==> src/rtl/redirect_ctl.sv <==
// Front-end redirect sequencer: arbitrates trap > branch/jump > fence.i,
// holds the winning target until fetch accepts it, then masks wrong-path requests.
module redirect_ctl #(
   parameter int XLEN       = 64,
   parameter int SHADOW_CYC = 2,
   parameter int CNT_W      = 32
) (
   input  logic             clk,
   input  logic             rst_n,
   input  logic             bj_en,
   input  logic [XLEN-1:0]  bj_pc,
   input  logic             trap_en,
   input  logic [XLEN-1:0]  trap_pc,
   input  logic             fencei_en,
   input  logic [XLEN-1:0]  fencei_pc,
   input  logic             if_ready,
   output logic             redirect_valid,
   output logic [XLEN-1:0]  redirect_pc,
   output logic             flush_if,
   output logic             flush_id,
   output logic             busy,
   output logic [CNT_W-1:0] redirect_cnt
);

   localparam int SH_W = (SHADOW_CYC < 1) ? 1 : $clog2(SHADOW_CYC + 1);

   typedef enum logic [1:0] {
      IDLE   = 2'd0,
      PEND   = 2'd1,
      SHADOW = 2'd2
   } state_t;

   state_t            state_q, state_d;
   logic              valid_q, valid_d;
   logic [XLEN-1:0]   pc_q, pc_d;
   logic              flush_q, flush_d;
   logic              busy_q, busy_d;
   logic [CNT_W-1:0]  cnt_q, cnt_d;
   logic [SH_W-1:0]   shadow_q, shadow_d;

   // Next-state and next-output computation for the redirect sequencer.
   always_comb begin
      state_d  = state_q;
      valid_d  = valid_q;
      pc_d     = pc_q;
      flush_d  = 1'b0;
      cnt_d    = cnt_q;
      shadow_d = shadow_q;
      case (state_q)
         IDLE: begin
            if (trap_en) begin
               state_d = PEND;
               valid_d = 1'b1;
               pc_d    = trap_pc;
               flush_d = 1'b1;
            end else if (bj_en) begin
               state_d = PEND;
               valid_d = 1'b1;
               pc_d    = bj_pc;
               flush_d = 1'b1;
            end else if (fencei_en) begin
               state_d = PEND;
               valid_d = 1'b1;
               pc_d    = fencei_pc;
               flush_d = 1'b1;
            end else begin
               state_d = IDLE;
            end
         end
         PEND: begin
            // A trap overrides the pending target even if fetch is ready this cycle.
            if (trap_en) begin
               pc_d    = trap_pc;
               flush_d = 1'b1;
            end else if (if_ready) begin
               valid_d  = 1'b0;
               cnt_d    = cnt_q + {{(CNT_W-1){1'b0}}, 1'b1};
               shadow_d = SH_W'(SHADOW_CYC);
               state_d  = (SHADOW_CYC == 0) ? IDLE : SHADOW;
            end else begin
               state_d = PEND;
            end
         end
         SHADOW: begin
            if (trap_en) begin
               state_d  = PEND;
               valid_d  = 1'b1;
               pc_d     = trap_pc;
               flush_d  = 1'b1;
               shadow_d = {SH_W{1'b0}};
            end else if (shadow_q <= {{(SH_W-1){1'b0}}, 1'b1}) begin
               state_d  = IDLE;
               shadow_d = {SH_W{1'b0}};
            end else begin
               shadow_d = shadow_q - {{(SH_W-1){1'b0}}, 1'b1};
            end
         end
         default: begin
            state_d  = IDLE;
            valid_d  = 1'b0;
            shadow_d = {SH_W{1'b0}};
         end
      endcase
      busy_d = (state_d != IDLE);
   end

   // State and output registers.
   always_ff @(posedge clk or negedge rst_n) begin
      if (!rst_n) begin
         state_q  <= IDLE;
         valid_q  <= 1'b0;
         pc_q     <= {XLEN{1'b0}};
         flush_q  <= 1'b0;
         busy_q   <= 1'b0;
         cnt_q    <= {CNT_W{1'b0}};
         shadow_q <= {SH_W{1'b0}};
      end else begin
         state_q  <= state_d;
         valid_q  <= valid_d;
         pc_q     <= pc_d;
         flush_q  <= flush_d;
         busy_q   <= busy_d;
         cnt_q    <= cnt_d;
         shadow_q <= shadow_d;
      end
   end

   assign redirect_valid = valid_q;
   assign redirect_pc    = pc_q;
   assign flush_if       = flush_q;
   assign flush_id       = flush_q;
   assign busy           = busy_q;
   assign redirect_cnt   = cnt_q;

endmodule

==> config.mk <==
export PLATFORM = sky130hd
export DESIGN_NAME = redirect_ctl
export DESIGN_NICKNAME = d
export VERILOG_FILES = /design/src/rtl/redirect_ctl.sv
export SDC_FILE = /design/constraint.sdc
export NUM_CORES = 1
export LEC_CHECK = 0
export CAP_MARGIN = 40
export CORE_ASPECT_RATIO = 1.4
export CORE_MARGIN = 5
export CORE_UTILIZATION = 30
export CTS_CLUSTER_SIZE = 28
export DETAILED_ROUTE_END_ITERATION = 8
export PLACE_DENSITY = 0.69
export SYNTH_ARGS = -nofsm -noshare
export SYNTH_HDL_FRONTEND = slang
export SYNTH_SLANG_ARGS = --single-unit
==> constraint.sdc <==
create_clock -name clk -period 2.05 [get_ports clk]
set_clock_uncertainty 0.05 [all_clocks]
set_input_delay 0.41 -clock clk [delete_from_list [all_inputs] [get_ports clk]]
set_output_delay 0.41 -clock clk [all_outputs]
set_load 0.02 [all_outputs]
# Word-level counts from Yosys, hierarchy flattened
# Index checks and enable logic that the tools add are counted.
# word_totals
register_bits,103
latch_bits,0
mem_bits_rw,0
rom_bits,0
input_bits,198
out_inout_bits,100
elab_cells,57
memories,0
# op_classes
n_addsub,2
multipliers,0
n_div,0
magnitude_cmp,1
eq_ne,7
n_shift,0
muxes,30
n_bitwise,2
n_reduce_logical,8
# op_table
op,n
$mux W64,4
$pmux W64 S2,1
$add A32 B1 Y32 const B,1
$mux W2,8
$mux W1,13
$pmux W2 S3,2
$reduce_and A3 Y1,3
$ne A2 B2 Y1 const B,3
$ne A4 B4 Y1 const B,1
$reduce_and A4 Y1,1
$reduce_bool A2 Y1,2
$pmux W1 S3,1
$eq A2 B1 Y1 const B,1
$eq A2 B2 Y1 const B,1
$le A2 B1 Y1 const B,1
$logic_not A2 Y1,1
$ne A2 B1 Y1 const B,1
$not A1 Y1,2
$pmux W1 S2,1
$reduce_or A2 Y1,1
$sub A2 B1 Y2 const B,1

# Logic depth before layout (Yosys ltp)
# logic_depth
ltp_word,5
mapped_depth,9
mapped_depth_nobuf,6

# Least setup slack after synthesis
# No wires, ideal clock.
# synth_path
path_type,reg2reg
startpoint,register state_q[1]
endpoint,"register cnt_q[10], in the netlist redirect_cnt[10]"
setup_time_ps,130
arrival_ps,1840
required_time_ps,1870
setup_slack_ps,29
path_stages_with_launch,8
path_buffers,1
period_less_slack_ps,2021
path_cell_list,dfrtp_1 inv_1 ha_1 clkbuf_2 and3b_2 nand4_4 or4_2 xnor2_1
# synth_via
elab_chain_len,2
# synth_lines
element,line,rtl
start: declaration,33,"state_t state_q, state_d;"
start signal: assignment,118,state_q <= state_d;
$eq A2 B1 Y1,49,case (state_q)
$reduce_and A3 Y1 (no source line),-,
end signal: assignment,115,cnt_q <= {CNT_W{1'b0}};
end signal: assignment,123,cnt_q <= cnt_d;
end: declaration,38,"logic [CNT_W-1:0] cnt_q, cnt_d;"
# No other way between the ends.
# A chain may end at the register's enable or synchronous reset.

# Worst setup path in the final report
# layout_path
startpoint,"register cnt_q[4], in the netlist redirect_cnt[4]"
endpoint,output port redirect_cnt[4]
# layout_rtl
element,line,rtl
end: declaration,22,output logic [CNT_W-1:0] redirect_cnt
# No word-level cell between the ends.

==> impl_metrics.json <==
{
  "maxCapViolCount": 0,
  "netlist_top_cells_area": "dfrtp_1 47%, o21ai_0 12%, mux2i_1 12%",
  "slew_violations": 0,
  "cp_data_required_time_ns": 1.59,
  "layout.nets": 1105,
  "overflow": 0,
  "rsz0062_at_grt": "false",
  "fin_crit_sh_pct": 94.8,
  "clkTransAtPathRegs_ns": 0.07,
  "irDropWorstVdd_mv": 0.539,
  "initial_utilization_pct": 30.6,
  "path_class": "reg -> out",
  "clkLatencyLatePin_ns": 0.34,
  "syn_to_final_growth_pct": 68.6,
  "cp-end-kind": "primary output",
  "gp_congestion": 0.813,
  "yosys_warnings": 0,
  "synth_nets": 803,
  "placed_cells_incl_taps": 1130,
  "total_power_w": 0.0106,
  "crit_family": "buffers and inverters",
  "fp.dieH_um": 170,
  "r2r_cells": 6,
  "first_pass_iters": 4,
  "rows": 58,
  "synth_seq_cells": 103,
  "viasPerCell": 4.57,
  "cts-buffers-inserted": 9,
  "routedWlPerCell_um": 15.4,
  "core_area_sq_um": 18000,
  "hp-class": "reg -> reg",
  "layout_common_cells": "295 x clkdlybuf4s50_1, 148 x nand2_1, 131 x o21ai_0",
  "avgSynthCellArea_sq_um": 9.18,
  "leakagePower_nw": 3.97,
  "outcome": "completed",
  "powerDensity_nw_per_um2": 1140,
  "slowest_stage": "clkdlybuf4s50_1",
  "drc_errors": 0,
  "whs_path_depth": 1,
  "min-delay-start": "redirect_cnt[31]$_DFFE_PN0P_",
  "n_antenna_cell": 0,
  "antenna_found_initial": 0,
  "final-instance-count-excl-fill": 1146,
  "maxSlewHeadroom_pct": 77.1,
  "grt_pass1_vias": 5215,
  "worst_pin_slew_ns": 0.343,
  "netlist_instances": 600,
  "r2r_slack_ns": 0.16,
  "root_buffer": "clkbuf_16",
  "drtIter0Drc": 261,
  "cts_tree": "yes",
  "ys.flop_type": "dfrtp_1",
  "die_w_um": 125,
  "crit_path_max_incr_delay_ns": 0.66,
  "cp-start-kind": "register",
  "min_period_ns": 1.94,
  "drive_gt1_share_pct": 7.73,
  "synth_edf_count": 0,
  "timing.fmax_ghz": 0.515,
  "critPathBufInv": 1,
  "synth_top_area_share_pct": 46.8,
  "synthesis.area_sq_um": 5510,
  "ioPinCount": 298,
  "finalSetupViolations": 0,
  "r2r_end": "redirect_cnt[10]$_DFFE_PN0P_",
  "crit_chain": "clkdlybuf4s50_1",
  "synth_area_leader_cell": "dfrtp_1",
  "grt_pass1_wl_um": 27000,
  "yosysSeqAreaShare_pct": 46.8,
  "drtAntennaViolNets": 0,
  "cts.sinks": 103,
  "hold_viol": 0,
  "die-area_sq_um": 21200,
  "htree_levels": 3,
  "async_flop_share_pct": 100,
  "ctsLongestPathBuffers": 2,
  "cts_setup_buffers": 0,
  "r2r_start": "state_q[1]$_DFF_PN0_",
  "synth.distinct_cells": 49,
  "path_max_fanout": 5,
  "holdWs_ns": 0.426,
  "num_vias": 5241,
  "cp.arrival_ns": 1.48,
  "wl_um": 17600,
  "final_common_cell": "clkdlybuf4s50_1",
  "portBuffers": 297,
  "grt_max_degree": 77,
  "grt_usage_pct": 15.9,
  "worstHoldEndpoint": "redirect_cnt[31]$_DFFE_PN0P_",
  "place_hpwl_um": 14300,
  "nFillCells": 1722
}
stage by stage:
stage	utilization [%]	setup slack, ns	cell area, sq um	setup TNS, ns
floorplan	-	0.0294	5510	0
global placement	49.9	-0.0497	8970	-0.0954
detailed placement	49.9	-0.0683	8970	-0.195
CTS	51.5	0.0775	9270	0
global route	51.6	0.0133	9280	0
finish	51.6	0.108	9280	0
state kept, by name (all words and copies together) (netlist names):
name / count
redirect_pc: 64
redirect_cnt: 32
shadow_q: 2
state_q: 2
busy: 1
flush_id: 1
redirect_valid: 1
cell type report:
cell class | count | area [sq um] | share of cell area (%)
Multi-Input combinational cell | 449 | 2760 | 29.7
Sequential cell | 103 | 2580 | 27.8
Timing Repair Buffer | 332 | 3330 | 35.9
Inverter | 7 | 26.3 | 0.283
Clock buffer | 10 | 229 | 2.47
Tap cell | 240 | 300 | 3.23
Clock inverter | 5 | 58.8 | 0.634
kinds of logic after synthesis:
family	synth area share, %
multiplexers	11.8
buffers and inverters	3.73
AO/OA/AOI/OAI	13.6
XOR/XNOR	4.93
flip-flops	46.8
adder cells (fa/ha/maj)	1.14
AND/OR/NAND/NOR	18.0
worst max path at each step:
stage	slack [ns]	end	start	cells past startpoint
after detailed placement	-0.07	redirect_cnt[10]$_DFFE_PN0P_	if_ready	5
after floorplan	0.03	redirect_cnt[10]$_DFFE_PN0P_	state_q[1]$_DFF_PN0_	7
after global routing	0.01	redirect_cnt[2]	redirect_cnt[2]$_DFFE_PN0P_	1
final	0.11	redirect_cnt[4]	redirect_cnt[4]$_DFFE_PN0P_	1
after CTS	0.08	redirect_cnt[2]	redirect_cnt[2]$_DFFE_PN0P_	1
after global placement	-0.05	redirect_cnt[10]$_DFFE_PN0P_	if_ready	5
power by group:
| group | switching (W) | leakage (nW) | internal, W |
|---|---|---|---|
| logic | 0.00306 | 2.56 | 0.00258 |
| registers | 0.000432 | 1.28 | 0.00281 |
| clock network | 0.000754 | 0.135 | 0.000943 |
Yosys cell counts (2+ instances only):
cell type  number
dfrtp_1       103
nor3_2          4
nor4_2          2
o21ai_0       131
mux2i_1        64
buf_2          10
nand4_1         4
a21o_1          3
and3_1          3
xor2_1         14
nor3_1          4
and4_1          2
nand2_1       148
nor4_1          3
buf_1           2
xnor2_1        17
nor2_1         11
nor4_4          2
clkbuf_1       26
nand3_1         7
ha_1            5
inv_1           7
a21oi_1         2
metal layers:
| layer | up-vias | track usage [%] | wire length [um] | part of all wire [%] |
|---|---|---|---|---|
| li1 | 2653 | - | - | - |
| met1 | 2389 | 16.9 | 6590 | 37 |
| met2 | 183 | 30.2 | 9590 | 54 |
| met3 | 16 | 4.71 | 1200 | 6.8 |
| met4 | 0 | 4.58 | 265 | 1.5 |
| met5 | - | 0 | 0 | 0 |
what timing repair did:
item	CTS	global route
endpoints found under the hold margin	19	0
setup endpoints to repair	0	3
gates resized for setup	0	1
hold buffers	1	0
No activity file was read; power rests on OpenSTA's default activity.
